`config.mk`:
```
export PLATFORM = sky130hd
export DESIGN_NAME = uart_packet_deframer
export DESIGN_NICKNAME = d
export VERILOG_FILES = /design/src/rtl/uart_packet_deframer.sv
export SDC_FILE = /design/constraint.sdc
export NUM_CORES = 1
export LEC_CHECK = 0
export BUFFER_PORTS_ARGS = -buffer_cell sky130_fd_sc_hd__clkbuf_2
export CAP_MARGIN = 20
export CORE_MARGIN = 3
export CORE_UTILIZATION = 55
export DETAILED_ROUTE_END_ITERATION = 10
export GPL_TIMING_DRIVEN = 0
export PLACE_DENSITY = 0.87
export SLEW_MARGIN = 10
export SYNTH_ARGS = -nofsm -noshare
export SYNTH_HDL_FRONTEND = slang
export SYNTH_SLANG_ARGS = --single-unit
```
`constraint.sdc`:
```
create_clock -name ipClk -period 4.5 [get_ports ipClk]
set_clock_uncertainty 0.05 [all_clocks]
set_input_delay 0.9 -clock ipClk [delete_from_list [all_inputs] [get_ports ipClk]]
set_output_delay 0.9 -clock ipClk [all_outputs]
set_load 0.01 [all_outputs]
```
`src/rtl/uart_packet_deframer.sv`:
```
// UART packet deframer: turns a byte stream of SYNC, Destination, Source,
// Length and Length payload bytes into a registered packet beat stream.
// An inter-byte timeout abandons a stalled packet and pulses opError.

package uart_packet_pkg;

    typedef struct packed {
        logic [7:0] source;
        logic [7:0] destination;
        logic [7:0] length;
        logic       sop;
        logic       eop;
        logic [7:0] data;
        logic       valid;
    } uart_packet_t;

endpackage

module uart_packet_deframer
    import uart_packet_pkg::*;
#(
    parameter logic [7:0] SYNC_BYTE      = 8'h55,
    parameter int         TIMEOUT_CYCLES = 5000
) (
    input  logic         ipClk,
    input  logic         ipReset,
    input  logic [7:0]   ipRxData,
    input  logic         ipRxValid,
    output uart_packet_t opRxStream,
    output logic         opError
);

    localparam int CNT_W = $clog2(TIMEOUT_CYCLES + 1);

    // The abort fires on the cycle the counter would step onto TIMEOUT_CYCLES.
    localparam logic [CNT_W-1:0] TIMEOUT_LAST = CNT_W'(TIMEOUT_CYCLES - 1);

    localparam logic [2:0] ST_IDLE = 3'd0;
    localparam logic [2:0] ST_DEST = 3'd1;
    localparam logic [2:0] ST_SRC  = 3'd2;
    localparam logic [2:0] ST_LEN  = 3'd3;
    localparam logic [2:0] ST_DATA = 3'd4;

    logic [2:0]       state_q,  state_d;
    logic [7:0]       dest_q,   dest_d;
    logic [7:0]       src_q,    src_d;
    logic [7:0]       len_q,    len_d;
    logic [7:0]       remain_q, remain_d;
    logic [CNT_W-1:0] tmo_q,    tmo_d;
    uart_packet_t     out_q,    out_d;
    logic             error_q,  error_d;

    // Next-state logic: a received byte always wins over the timeout abort.
    always_comb begin
        state_d   = state_q;
        dest_d    = dest_q;
        src_d     = src_q;
        len_d     = len_q;
        remain_d  = remain_q;
        tmo_d     = tmo_q;
        out_d     = out_q;
        out_d.valid = 1'b0;
        error_d   = 1'b0;

        if (ipRxValid) begin
            tmo_d = '0;
            case (state_q)
                ST_IDLE: begin
                    if (ipRxData == SYNC_BYTE) begin
                        state_d = ST_DEST;
                    end
                end
                ST_DEST: begin
                    dest_d  = ipRxData;
                    state_d = ST_SRC;
                end
                ST_SRC: begin
                    src_d   = ipRxData;
                    state_d = ST_LEN;
                end
                ST_LEN: begin
                    len_d    = ipRxData;
                    remain_d = ipRxData;
                    state_d  = (ipRxData == 8'd0) ? ST_IDLE : ST_DATA;
                end
                ST_DATA: begin
                    out_d.source      = src_q;
                    out_d.destination = dest_q;
                    out_d.length      = len_q;
                    out_d.sop         = (remain_q == len_q);
                    out_d.eop         = (remain_q == 8'd1);
                    out_d.data        = ipRxData;
                    out_d.valid       = 1'b1;
                    remain_d          = remain_q - 8'd1;
                    if (remain_q == 8'd1) begin
                        state_d = ST_IDLE;
                    end
                end
                default: begin
                    state_d = ST_IDLE;
                end
            endcase
        end else if (state_q == ST_IDLE) begin
            tmo_d = '0;
        end else if (tmo_q == TIMEOUT_LAST) begin
            state_d = ST_IDLE;
            tmo_d   = '0;
            error_d = 1'b1;
        end else begin
            tmo_d = tmo_q + 1'b1;
        end
    end

    // State and output registers, cleared immediately by the active-low reset.
    always_ff @(posedge ipClk or negedge ipReset) begin
        if (!ipReset) begin
            state_q  <= ST_IDLE;
            dest_q   <= '0;
            src_q    <= '0;
            len_q    <= '0;
            remain_q <= '0;
            tmo_q    <= '0;
            out_q    <= '0;
            error_q  <= 1'b0;
        end else begin
            state_q  <= state_d;
            dest_q   <= dest_d;
            src_q    <= src_d;
            len_q    <= len_d;
            remain_q <= remain_d;
            tmo_q    <= tmo_d;
            out_q    <= out_d;
            error_q  <= error_d;
        end
    end

    assign opRxStream = out_q;
    assign opError    = error_q;

endmodule

```
==> results of run 1 <==
[sequential cells by signal, summed over array words and instances, names as in the netlist]
name	cells
dest_q	8
len_q	8
opError	1
opRxStream	35
remain_q	8
src_q	8
state_q	3
tmo_q	13
[stage by stage]
stage	power [mW]	instances	setup WS, ns	util, %
floorplan	1.87	292	2.37	-
finish	2.86	430	2.17	68.8
global placement	2.14	413	1.68	64.1
global route	3.04	430	2.08	68.8
detailed placement	2.20	414	1.81	64.6
CTS	2.87	430	2.18	68.8
[final timing paths]
kind                                            start                    endpoint  slack, ns  cells past startpoint
max in group asynchronous                     ipReset  opRxStream[23]$_DFFE_PN0P_       3.32                      2
max                                         ipRxValid        src_q[7]$_DFFE_PN0P_       2.17                      4
max reg2reg                    state_q[0]$_DFFE_PN0P_  opRxStream[14]$_DFFE_PN0P_       2.25                      5
min in group asynchronous                     ipReset  opRxStream[16]$_DFFE_PN0P_       0.48                      1
min reg2reg                opRxStream[10]$_DFFE_PN0P_  opRxStream[10]$_DFFE_PN0P_       0.45                      2
min                        opRxStream[10]$_DFFE_PN0P_  opRxStream[10]$_DFFE_PN0P_       0.45                      2
[cells in the final DEF, fill, tap and decap left out, types with 2 or more instances in the layout]
master / n
nand2_1: 16
nand4_1: 4
mux2_2: 54
clkbuf_8: 10
nor2_1: 27
clkbuf_1: 10
a2bb2oi_1: 3
clkbuf_2: 45
nor4_1: 7
dfrtp_1: 84
xor2_1: 3
xnor2_1: 17
bufinv_16: 3
o22ai_1: 2
a21o_1: 2
nand3_1: 7
ha_1: 3
o21ai_0: 12
and3_1: 2
a21oi_1: 8
inv_1: 6
nor3_1: 5
[final cells by class]
| class | instances | area [µm²] | area share [%] |
|---|---|---|---|
| Tap cell | 75 | 93.8 | 2.22 |
| Clock inverter | 6 | 119 | 2.82 |
| Multi-Input combinational cell | 190 | 1440 | 34.1 |
| Inverter | 7 | 26.3 | 0.623 |
| Buffer | 11 | 42.5 | 1.01 |
| Timing Repair Buffer | 47 | 260 | 6.17 |
| Sequential cell | 84 | 2100 | 49.8 |
| Clock buffer | 10 | 138 | 3.26 |
[worst max-delay path: stages]
cell and delay, ns:
clkbuf_2 0.15, inv_1 0.11, nor4b_2 0.93, mux2_2 0.43
[cell families (layout without fill, tap and decap cells)]
kind of cell | Yosys count | after routing | share of synthesized area, %
adders and majority gates | 3 | 3 | 1.04
buffers and inverters | 18 | 81 | 1.91
DFF | 84 | 84 | 58.3
and+or+nand+nor | 80 | 80 | 11.4
xor gates and xnor gates | 20 | 20 | 4.85
muxes | 54 | 54 | 16.9
AOI/OAI and AO/OA | 33 | 33 | 5.69
[layer usage]
metal	routed length [µm]	share of wire [%]	GRT usage [%]	up-vias
met4	116	1.5	5.67	0
met1	3220	43	27.7	1253
met2	3680	49	37.3	82
met3	499	6.6	6.34	14
li1	-	-	-	1147
met5	0	0	0	-
[cell usage after synthesis]
cell type / count / area (µm²)
clkinv_1: 1 / 3.75
buf_2: 1 / 5.00
o31ai_1: 1 / 7.51
mux2_2: 54 / 608
or4_4: 1 / 11.3
nor4b_2: 1 / 15.0
o21ai_0: 12 / 60.1
nand3b_1: 1 / 7.51
a32oi_1: 1 / 8.76
a21oi_1: 8 / 40.0
nor3_1: 5 / 25.0
nand4bb_1: 1 / 11.3
o221ai_1: 1 / 8.76
ha_1: 3 / 37.5
o22ai_1: 2 / 12.5
a21o_1: 2 / 15.0
nand4_1: 4 / 25.0
xor2_1: 3 / 26.3
a2bb2oi_1: 3 / 26.3
clkbuf_1: 10 / 37.5
or3b_2: 1 / 8.76
nor2b_1: 1 / 6.26
and3b_1: 1 / 8.76
nor4_1: 7 / 43.8
xnor2_1: 17 / 149
nand4b_1: 1 / 8.76
and4_1: 1 / 8.76
a22o_1: 1 / 8.76
nand3_1: 7 / 35.0
and3_2: 1 / 7.51
a21boi_0: 1 / 7.51
nor3b_1: 1 / 7.51
inv_1: 6 / 22.5
or4_1: 1 / 7.51
nor2_1: 27 / 101
dfrtp_1: 84 / 2100
and3_1: 2 / 12.5
nand2_1: 16 / 60.1
a221o_1: 1 / 10.0
[power groups by stage]
stage,sequential (mW),clock (mW),combinational (mW)
after CTS,1.26,0.672,0.945
after detailed placement,1.27,0,0.936
after global routing,1.30,0.704,1.04
final,1.26,0.661,0.936
after global placement,1.25,0,0.891
after floorplan,1.29,0,0.583
==> impl_metrics.json, run 1 <==
{
  "post_cts_resized": 0,
  "arrival_ns": 2.53,
  "hold_class": "flip-flop to flip-flop",
  "synth_seq_area_share_pct": 58.3,
  "grt_pass1_vias": 2615,
  "seqPwrFrac_pct": 44.1,
  "drive_gt1_share_pct": 34.4,
  "die_h_um": 87,
  "intPower_mw": 1.92,
  "vias": 2496,
  "antenna_cells": 0,
  "nFillCells": 439,
  "fin_crit_sh_pct": 51.8,
  "powerDensity_nw_per_um2": 677,
  "clkLatencyLatePin_ns": 0.35,
  "grt_max_degree": 52,
  "ios": 47,
  "coreArea_um2": 6130,
  "cp_data_required_time_ns": 4.69,
  "power_frac_comb_pct": 32.8,
  "post_dp_cell_area_um2": 3960,
  "finalHoldViolations": 0,
  "cts_post_setup_buffers_inserted": 0,
  "grt.total_usage_pct": 22.0,
  "numPortBuffers": 46,
  "yosys_warnings": 0,
  "rsz0062_at_grt": "no",
  "drtPass1Iterations": 4,
  "cts.sinks": 84,
  "p_switching_mw": 0.936,
  "worstPathMaxFanout": 8,
  "syn-cell-area_um2": 3610,
  "cts_tree": "done",
  "root_buffer": "clkbuf_8",
  "wl_per_cell_um": 17.5,
  "fin_tns_setup_ns": 0,
  "finalInstanceArea_um2": 4220,
  "area_growth_pct": 16.9,
  "synth_seq_cells": 84,
  "dieWidth_um": 87,
  "avgSynthCellArea_um2": 12.4,
  "crit_type": "input port to flip-flop",
  "netlist-cell-type-count": 39,
  "p_sw_share_pct": 32.8,
  "wl_mm": 7.52,
  "cts_inserted_buffers": 9,
  "mappedNetlistNets": 306,
  "dp_hpwl_mm": 5.22,
  "grt_pass1_wl_mm": 12.8,
  "antenna_found_initial": 0,
  "start_util_pct": 58.9,
  "finalSetupViolCount": 0,
  "hold_buffers": 0,
  "dieArea_um2": 7570,
  "overflow": 0,
  "start_kind": "input port",
  "endpoint_kind": "flip-flop",
  "min_period_ns": 2.33,
  "place_congestion": 0.838,
  "viasPerCell": 5.80,
  "clock_path_buffers": 2,
  "fin_nets": 364,
  "antenna_left": 0,
  "netlist_instances": 292,
  "max_cap_violations": 0,
  "pwr-share-clk_pct": 23.1,
  "p_leak_nw": 1.93,
  "slew_viol_final": 0,
  "initialDrtViolationCount": 194,
  "drc": 0,
  "status": "finished, final reports clean",
  "hold_ws_ns": 0.446,
  "maxSlewHeadroom_pct": 27.2,
  "cts_max_level": 3,
  "row_count": 28,
  "clk_pin_slew_worst_paths_ns": 0.09,
  "ir_drop_mv": 0.452,
  "fmax_mhz": 429,
  "worst_pin_slew_ns": 1.09
}
Note: power is estimated with default switching activity, not from simulation.
==> inputs of run 2 (changes only) <==
--- a/config.mk
+++ b/config.mk
@@ -8,10 +8,10 @@
 export BUFFER_PORTS_ARGS = -buffer_cell sky130_fd_sc_hd__clkbuf_2
 export CAP_MARGIN = 20
 export CORE_MARGIN = 3
-export CORE_UTILIZATION = 55
+export CORE_UTILIZATION = 51
 export DETAILED_ROUTE_END_ITERATION = 10
 export GPL_TIMING_DRIVEN = 0
-export PLACE_DENSITY = 0.87
+export PLACE_DENSITY = 0.86
 export SLEW_MARGIN = 10
 export SYNTH_ARGS = -nofsm -noshare
 export SYNTH_HDL_FRONTEND = slang
==> constraint.sdc (replaced) <==
create_clock -name ipClk -period 2 [get_ports ipClk]
set_clock_uncertainty 0.05 [all_clocks]
set_input_delay 0.4 -clock ipClk [delete_from_list [all_inputs] [get_ports ipClk]]
set_output_delay 0.4 -clock ipClk [all_outputs]
set_load 0.01 [all_outputs]
==> impl_metrics.json, run 2 (synthesized netlist as in run 1, its figures left out) <==
{
  "viasPerCell": 5.47,
  "p_sw_share_pct": 35.5,
  "root_buffer": "clkbuf_8",
  "fin_tns_setup_ns": -0.288,
  "grt_max_degree": 44,
  "clkLatencyLatePin_ns": 0.36,
  "dp_hpwl_mm": 5.00,
  "reg2reg_from": "tmo_q[6]$_DFF_PN0_",
  "crit_family": "simple AND/OR/NAND/NOR gates",
  "start_util_pct": 52.8,
  "slew_viol_final": 0,
  "hold_class": "input port to async pin",
  "arrival_ns": 2.31,
  "maxSlewHeadroom_pct": 59.0,
  "reg2reg_to": "state_q[1]$_DFFE_PN0P_",
  "vias": 2477,
  "cp_data_required_time_ns": 2.21,
  "reg2reg_slack_ns": -0.1,
  "intPower_mw": 3.94,
  "largest_reg_flops": 35,
  "initialDrtViolationCount": 136,
  "seqPwrFrac_pct": 47.1,
  "start_kind": "flip-flop",
  "p_leak_nw": 1.93,
  "grt_pass1_wl_mm": 12.3,
  "antenna_cells": 0,
  "finalHoldViolations": 0,
  "clk_pin_slew_worst_paths_ns": 0.09,
  "worst_pin_slew_ns": 0.613,
  "slowest_delay_ns": 0.52,
  "fmax_mhz": 476,
  "area_growth_pct": 17.2,
  "cp_cell_sequence": "or4_1 > or4_4 > a221o_1 > a22o_1",
  "crit_slowest_cell": "or4_1",
  "violations": "negative setup slack",
  "cts_inserted_buffers": 9,
  "finalInstanceArea_um2": 4230,
  "grt_util_met3_pct": 5.02,
  "drc": 0,
  "crit_end": "state_q[1]$_DFFE_PN0P_",
  "final_common_cell": "dfrtp_1",
  "grt.busiest_layer": "met2",
  "grt.total_usage_pct": 19.1,
  "ir_drop_mv": 1.03,
  "power_frac_comb_pct": 33.8,
  "fin_nets": 366,
  "fin_crit_sh_pct": 105,
  "nFillCells": 541,
  "grt_pass1_vias": 2528,
  "critical_path.startpoint": "tmo_q[6]$_DFF_PN0_",
  "dieWidth_um": 90.1,
  "p_switching_mw": 2.17,
  "wl_per_cell_um": 16.1,
  "layout_common_cells": "84 x dfrtp_1, 54 x mux2_2, 51 x clkbuf_2",
  "cp.depth": 4,
  "antenna_found_initial": 0,
  "dieArea_um2": 8120,
  "die_h_um": 90.1,
  "finalSetupViolCount": 3,
  "post_dp_cell_area_um2": 3980,
  "rsz0062_at_grt": "yes",
  "powerDensity_nw_per_um2": 1440,
  "overflow": 0,
  "r2r_cells": 4,
  "max_cap_violations": 0,
  "antenna_left": 0,
  "cts.sinks": 84,
  "drive_gt1_share_pct": 38.1,
  "crit_type": "flip-flop to flip-flop",
  "cp_num_buf_inv": 0,
  "numPortBuffers": 46,
  "coreArea_um2": 6830,
  "pwr-share-clk_pct": 19.1,
  "clock_path_buffers": 2,
  "endpoint_kind": "flip-flop",
  "cts_max_level": 3,
  "cts_tree": "done",
  "hold_buffers": 0,
  "ios": 47,
  "row_count": 30,
  "wl_mm": 7.30,
  "drtPass1Iterations": 4,
  "worstPathMaxFanout": 4,
  "worst_slack_ns": -0.0996,
  "use_met2_pct": 29.9,
  "status": "finished with violations",
  "place_congestion": 0.917,
  "min_period_ns": 2.10,
  "use_met1_pct": 25.2
}
-- run 2: per-layer routing --
| layer | part of all wire [%] | routed length [µm] |
|---|---|---|
| met1 | 44 | 3230 |
| met2 | 49 | 3600 |
| met3 | 4.5 | 326 |
| met4 | 2.1 | 153 |
| met5 | 0 | 0 |
-- run 2: power groups by stage --
stage | Clock, mW | Combinational (mW) | Sequential (mW)
after floorplan | 0 | 1.31 | 2.89
after detailed placement | 0 | 2.08 | 2.86
after global placement | 0 | 2.00 | 2.81
final | 1.16 | 2.07 | 2.88
after CTS | 1.20 | 2.13 | 2.82
after global routing | 1.28 | 2.26 | 2.97
-- run 2: worst reg2reg max path, stage by stage, from the launching register on --
cell	delay, ns
dfrtp_1	0.39
or4_1	0.52
or4_4	0.46
a221o_1	0.38
a22o_1	0.19
-- run 2: final cells by class --
| type | count | area, µm² | area share [%] |
|---|---|---|---|
| repair buffers | 51 | 283 | 6.69 |
| plain buffers | 9 | 45.0 | 1.07 |
| well taps | 96 | 120 | 2.84 |
| clock buffers | 9 | 124 | 2.93 |
| flip-flops and latches | 84 | 2100 | 49.7 |
| multi-input cells | 190 | 1460 | 34.4 |
| clock inverters | 7 | 70.1 | 1.66 |
| inverters | 7 | 27.5 | 0.651 |
-- run 2: worst min-delay path by stage --
stage                         startpoint                    endpoint  slack (ns)  cells past startpoint
2_1_floorplan                    ipReset       dest_q[0]$_DFFE_PN0P_        0.05                      0
3_3_place_gp   opRxStream[9]$_DFFE_PN0P_   opRxStream[9]$_DFFE_PN0P_        0.41                      2
3_5_place_dp                     ipReset  opRxStream[10]$_DFFE_PN0P_        0.42                      1
4_1_cts                          ipReset       dest_q[4]$_DFFE_PN0P_        0.02                      1
5_1_grt                          ipReset  opRxStream[10]$_DFFE_PN0P_        0.03                      1
6_report                         ipReset  opRxStream[10]$_DFFE_PN0P_       0.009                      1
-- run 2: through the flow --
stage,hold WS [ns],utilization (%),cells,worst slack (ns),power (mW)
global placement,0.415,57.9,434,-0.349,4.81
CTS,0.0194,61.7,453,-0.101,6.16
detailed placement,0.416,58.3,435,-0.181,4.94
global route,0.0331,61.9,453,-0.150,6.52
finish,0.00919,61.9,453,-0.0996,6.11
floorplan,0.0544,-,292,-0.00399,4.21
-- run 2: what timing repair did --
action	in CTS	in global routing
pin swaps	1	1
cloned	0	0
buffers inserted	2	2
setup endpoints to repair	52	56
endpoints found under the hold margin	0	0
gates resized for setup	8	7
==> inputs of run 3 (changes only) <==
--- a/config.mk
+++ b/config.mk
@@ -5,13 +5,13 @@
 export SDC_FILE = /design/constraint.sdc
 export NUM_CORES = 1
 export LEC_CHECK = 0
+export ABC_AREA = 1
 export BUFFER_PORTS_ARGS = -buffer_cell sky130_fd_sc_hd__clkbuf_2
-export CAP_MARGIN = 20
 export CORE_MARGIN = 3
-export CORE_UTILIZATION = 51
+export CORE_UTILIZATION = 52
 export DETAILED_ROUTE_END_ITERATION = 10
 export GPL_TIMING_DRIVEN = 0
-export PLACE_DENSITY = 0.86
+export PLACE_DENSITY = 0.87
 export SLEW_MARGIN = 10
 export SYNTH_ARGS = -nofsm -noshare
 export SYNTH_HDL_FRONTEND = slang
==> impl_metrics.json, run 3 <==
{
  "drc": 0,
  "worstPathMaxFanout": 4,
  "dp_hpwl_mm": 6.06,
  "antenna_cells": 0,
  "finalSetupViolCount": 0,
  "post_cts_resized": 0,
  "ios": 47,
  "yosys_warnings": 0,
  "met1Wirelength_mm": 3.89,
  "cts_inserted_buffers": 9,
  "start_kind": "flip-flop",
  "netlist_instances": 448,
  "synth_seq_cells": 84,
  "regArea_um2": 2100,
  "nFillCells": 572,
  "cts_tree": "done",
  "vias": 3169,
  "cp_data_required_time_ns": 2.20,
  "start_util_pct": 54.5,
  "final_common_cell": "nand2_1",
  "slew_viol_final": 0,
  "cts.sinks": 84,
  "cts_max_level": 3,
  "max_cap_violations": 0,
  "p_leak_nw": 2.28,
  "finalHoldViolations": 0,
  "min_period_ns": 1.55,
  "synth.most_common_cell": "nand2_1",
  "reg2reg_from": "remain_q[1]$_DFFE_PN0P_",
  "root_buffer": "clkbuf_8",
  "arrival_ns": 1.75,
  "largest_reg_flops": 35,
  "synth_top_cell_area_share_pct": 55.5,
  "overflow": 0,
  "clk_pin_slew_worst_paths_ns": 0.08,
  "worst_pin_slew_ns": 0.552,
  "critical_path.startpoint": "remain_q[1]$_DFFE_PN0P_",
  "reg2reg_slack_ns": 0.45,
  "crit_type": "flip-flop to flip-flop",
  "clkLatencyLatePin_ns": 0.36,
  "async_reset_ff_share_pct": 100,
  "ir_drop_mv": 0.506,
  "rsz0062_at_grt": "no",
  "grt_max_degree": 47,
  "numPortBuffers": 46,
  "design_power_total_mw": 5.94,
  "reg2reg_to": "state_q[2]$_DFFE_PN0P_",
  "dieWidth_um": 91.3,
  "worst_slack_ns": 0.450,
  "ys_dominant_reg_cell": "dfrtp_1",
  "synth_edf_count": 0,
  "row_count": 30,
  "powerDensity_nw_per_um2": 1360,
  "fmax_mhz": 645,
  "layout_common_cells": "161 x nand2_1, 84 x dfrtp_1, 45 x clkbuf_2",
  "min_from": "ipRxData[1]",
  "antenna_found_initial": 0,
  "drtPass1Iterations": 5,
  "wl_met2_mm": 4.15,
  "fin_nets": 521,
  "initialDrtViolationCount": 266,
  "grt_pass1_wl_mm": 15.1,
  "viasPerCell": 5.21,
  "grt.total_usage_pct": 22.9,
  "multi_input_area_um2": 1440,
  "utilization_pct": 63.0,
  "fin_crit_sh_pct": 77.5,
  "wl_per_cell_um": 14.3,
  "highest_layer": "met4",
  "pre_cts_ws_ns": 0.438,
  "grt_pass1_vias": 3090,
  "dieArea_um2": 8340,
  "drive_gt1_share_pct": 18.4,
  "maxSlewHeadroom_pct": 63.2,
  "crit_end": "state_q[2]$_DFFE_PN0P_",
  "clock_path_buffers": 2,
  "wl_met3_um": 488,
  "die_h_um": 91.3,
  "synth_area_leaders": "dfrtp_1 56%, nand2_1 16%, o21ai_0 5.0%, nor2_1 4.1%, inv_1 3.8%",
  "r2r_cells": 9,
  "synth_seq_area_share_pct": 55.5,
  "synth_top_cell_by_area": "dfrtp_1",
  "area_growth_pct": 15.6,
  "netlist-cell-type-count": 32,
  "synth_commonest_cells": "161 x nand2_1, 84 x dfrtp_1, 41 x nor2_1, 38 x inv_1, 38 x o21ai_0",
  "avgSynthCellArea_um2": 8.45,
  "place_congestion": 0.957,
  "endpoint_kind": "flip-flop",
  "mappedNetlistNets": 462,
  "wl_mm": 8.70,
  "hold_class": "input port to flip-flop",
  "antenna_left": 0,
  "fin_tns_setup_ns": 0,
  "syn-cell-area_um2": 3790,
  "post_dp_cell_area_um2": 4170,
  "finalInstanceArea_um2": 4380,
  "coreArea_um2": 6940,
  "status": "finished, final reports clean"
}
[run 3: where the power goes]
part / leakage [nW] / switching [mW] / internal [mW]
Sequential: 1.09 / 0.511 / 2.31
Combinational: 1.10 / 1.12 / 0.758
Clock: 0.0935 / 0.644 / 0.588
[run 3: through the flow]
step                      hold slack [ns]  std cells
after detailed placement            0.396        591
after global placement              0.396        590
after floorplan                    0.0544        448
final                               0.324        608
after CTS                           0.300        608
after global routing                0.300        608
[run 3: critical path, stage by stage, from the launching register on]
cell and delay [ns]:
dfrtp_1 0.41, inv_1 0.14, ha_1 0.16, nand2_1 0.05, nor2_1 0.22, nor2_4 0.06
nor2_1 0.13, nand2_1 0.10, nand2_1 0.07, nand2_1 0.05
[run 3: worst min-delay path by stage]
| stage | cells after the start | slack (ns) | end |
|---|---|---|---|
| finish | 3 | 0.32 | remain_q[1]$_DFFE_PN0P_ |
| detailed placement | 1 | 0.40 | opRxStream[29]$_DFFE_PN0P_ |
| CTS | 2 | 0.30 | opError$_DFF_PN0_ |
| floorplan | 0 | 0.05 | dest_q[0]$_DFFE_PN0P_ |
| global placement | 1 | 0.40 | tmo_q[0]$_DFF_PN0_ |
| global route | 2 | 0.30 | opError$_DFF_PN0_ |
[run 3: cells by family after synthesis]
| family | count (synthesis) | synth area share (%) |
|---|---|---|
| adders and majority gates | 3 | 0.992 |
| AOI/OAI and AO/OA | 63 | 9.42 |
| and+or+nand+nor | 235 | 25.7 |
| buffers and inverters | 55 | 6.51 |
| DFF | 84 | 55.5 |
| xor gates and xnor gates | 8 | 1.85 |
[run 3: final cells by class]
| type | count | share of cell area [%] |
|---|---|---|
| Tap cell | 96 | 2.75 |
| Buffer | 12 | 1.94 |
| Multi-Input combinational cell | 309 | 32.9 |
| Timing Repair Buffer | 48 | 6.18 |
| Clock buffer | 10 | 2.92 |
| Sequential cell | 84 | 48.0 |
| Inverter | 43 | 3.69 |
| Clock inverter | 6 | 1.63 |
[run 3: metal layers]
layer,GRT usage (%),up-vias
met4,8.54,0
li1,-,1530
met2,36.4,107
met3,5.14,19
met5,0,-
met1,30.8,1513
[run 3: repair_timing]
action / in CTS / in global routing
hold buffers: 1 / 0
buffers inserted: 0 / 0
endpoints found under the hold margin: 1 / 0
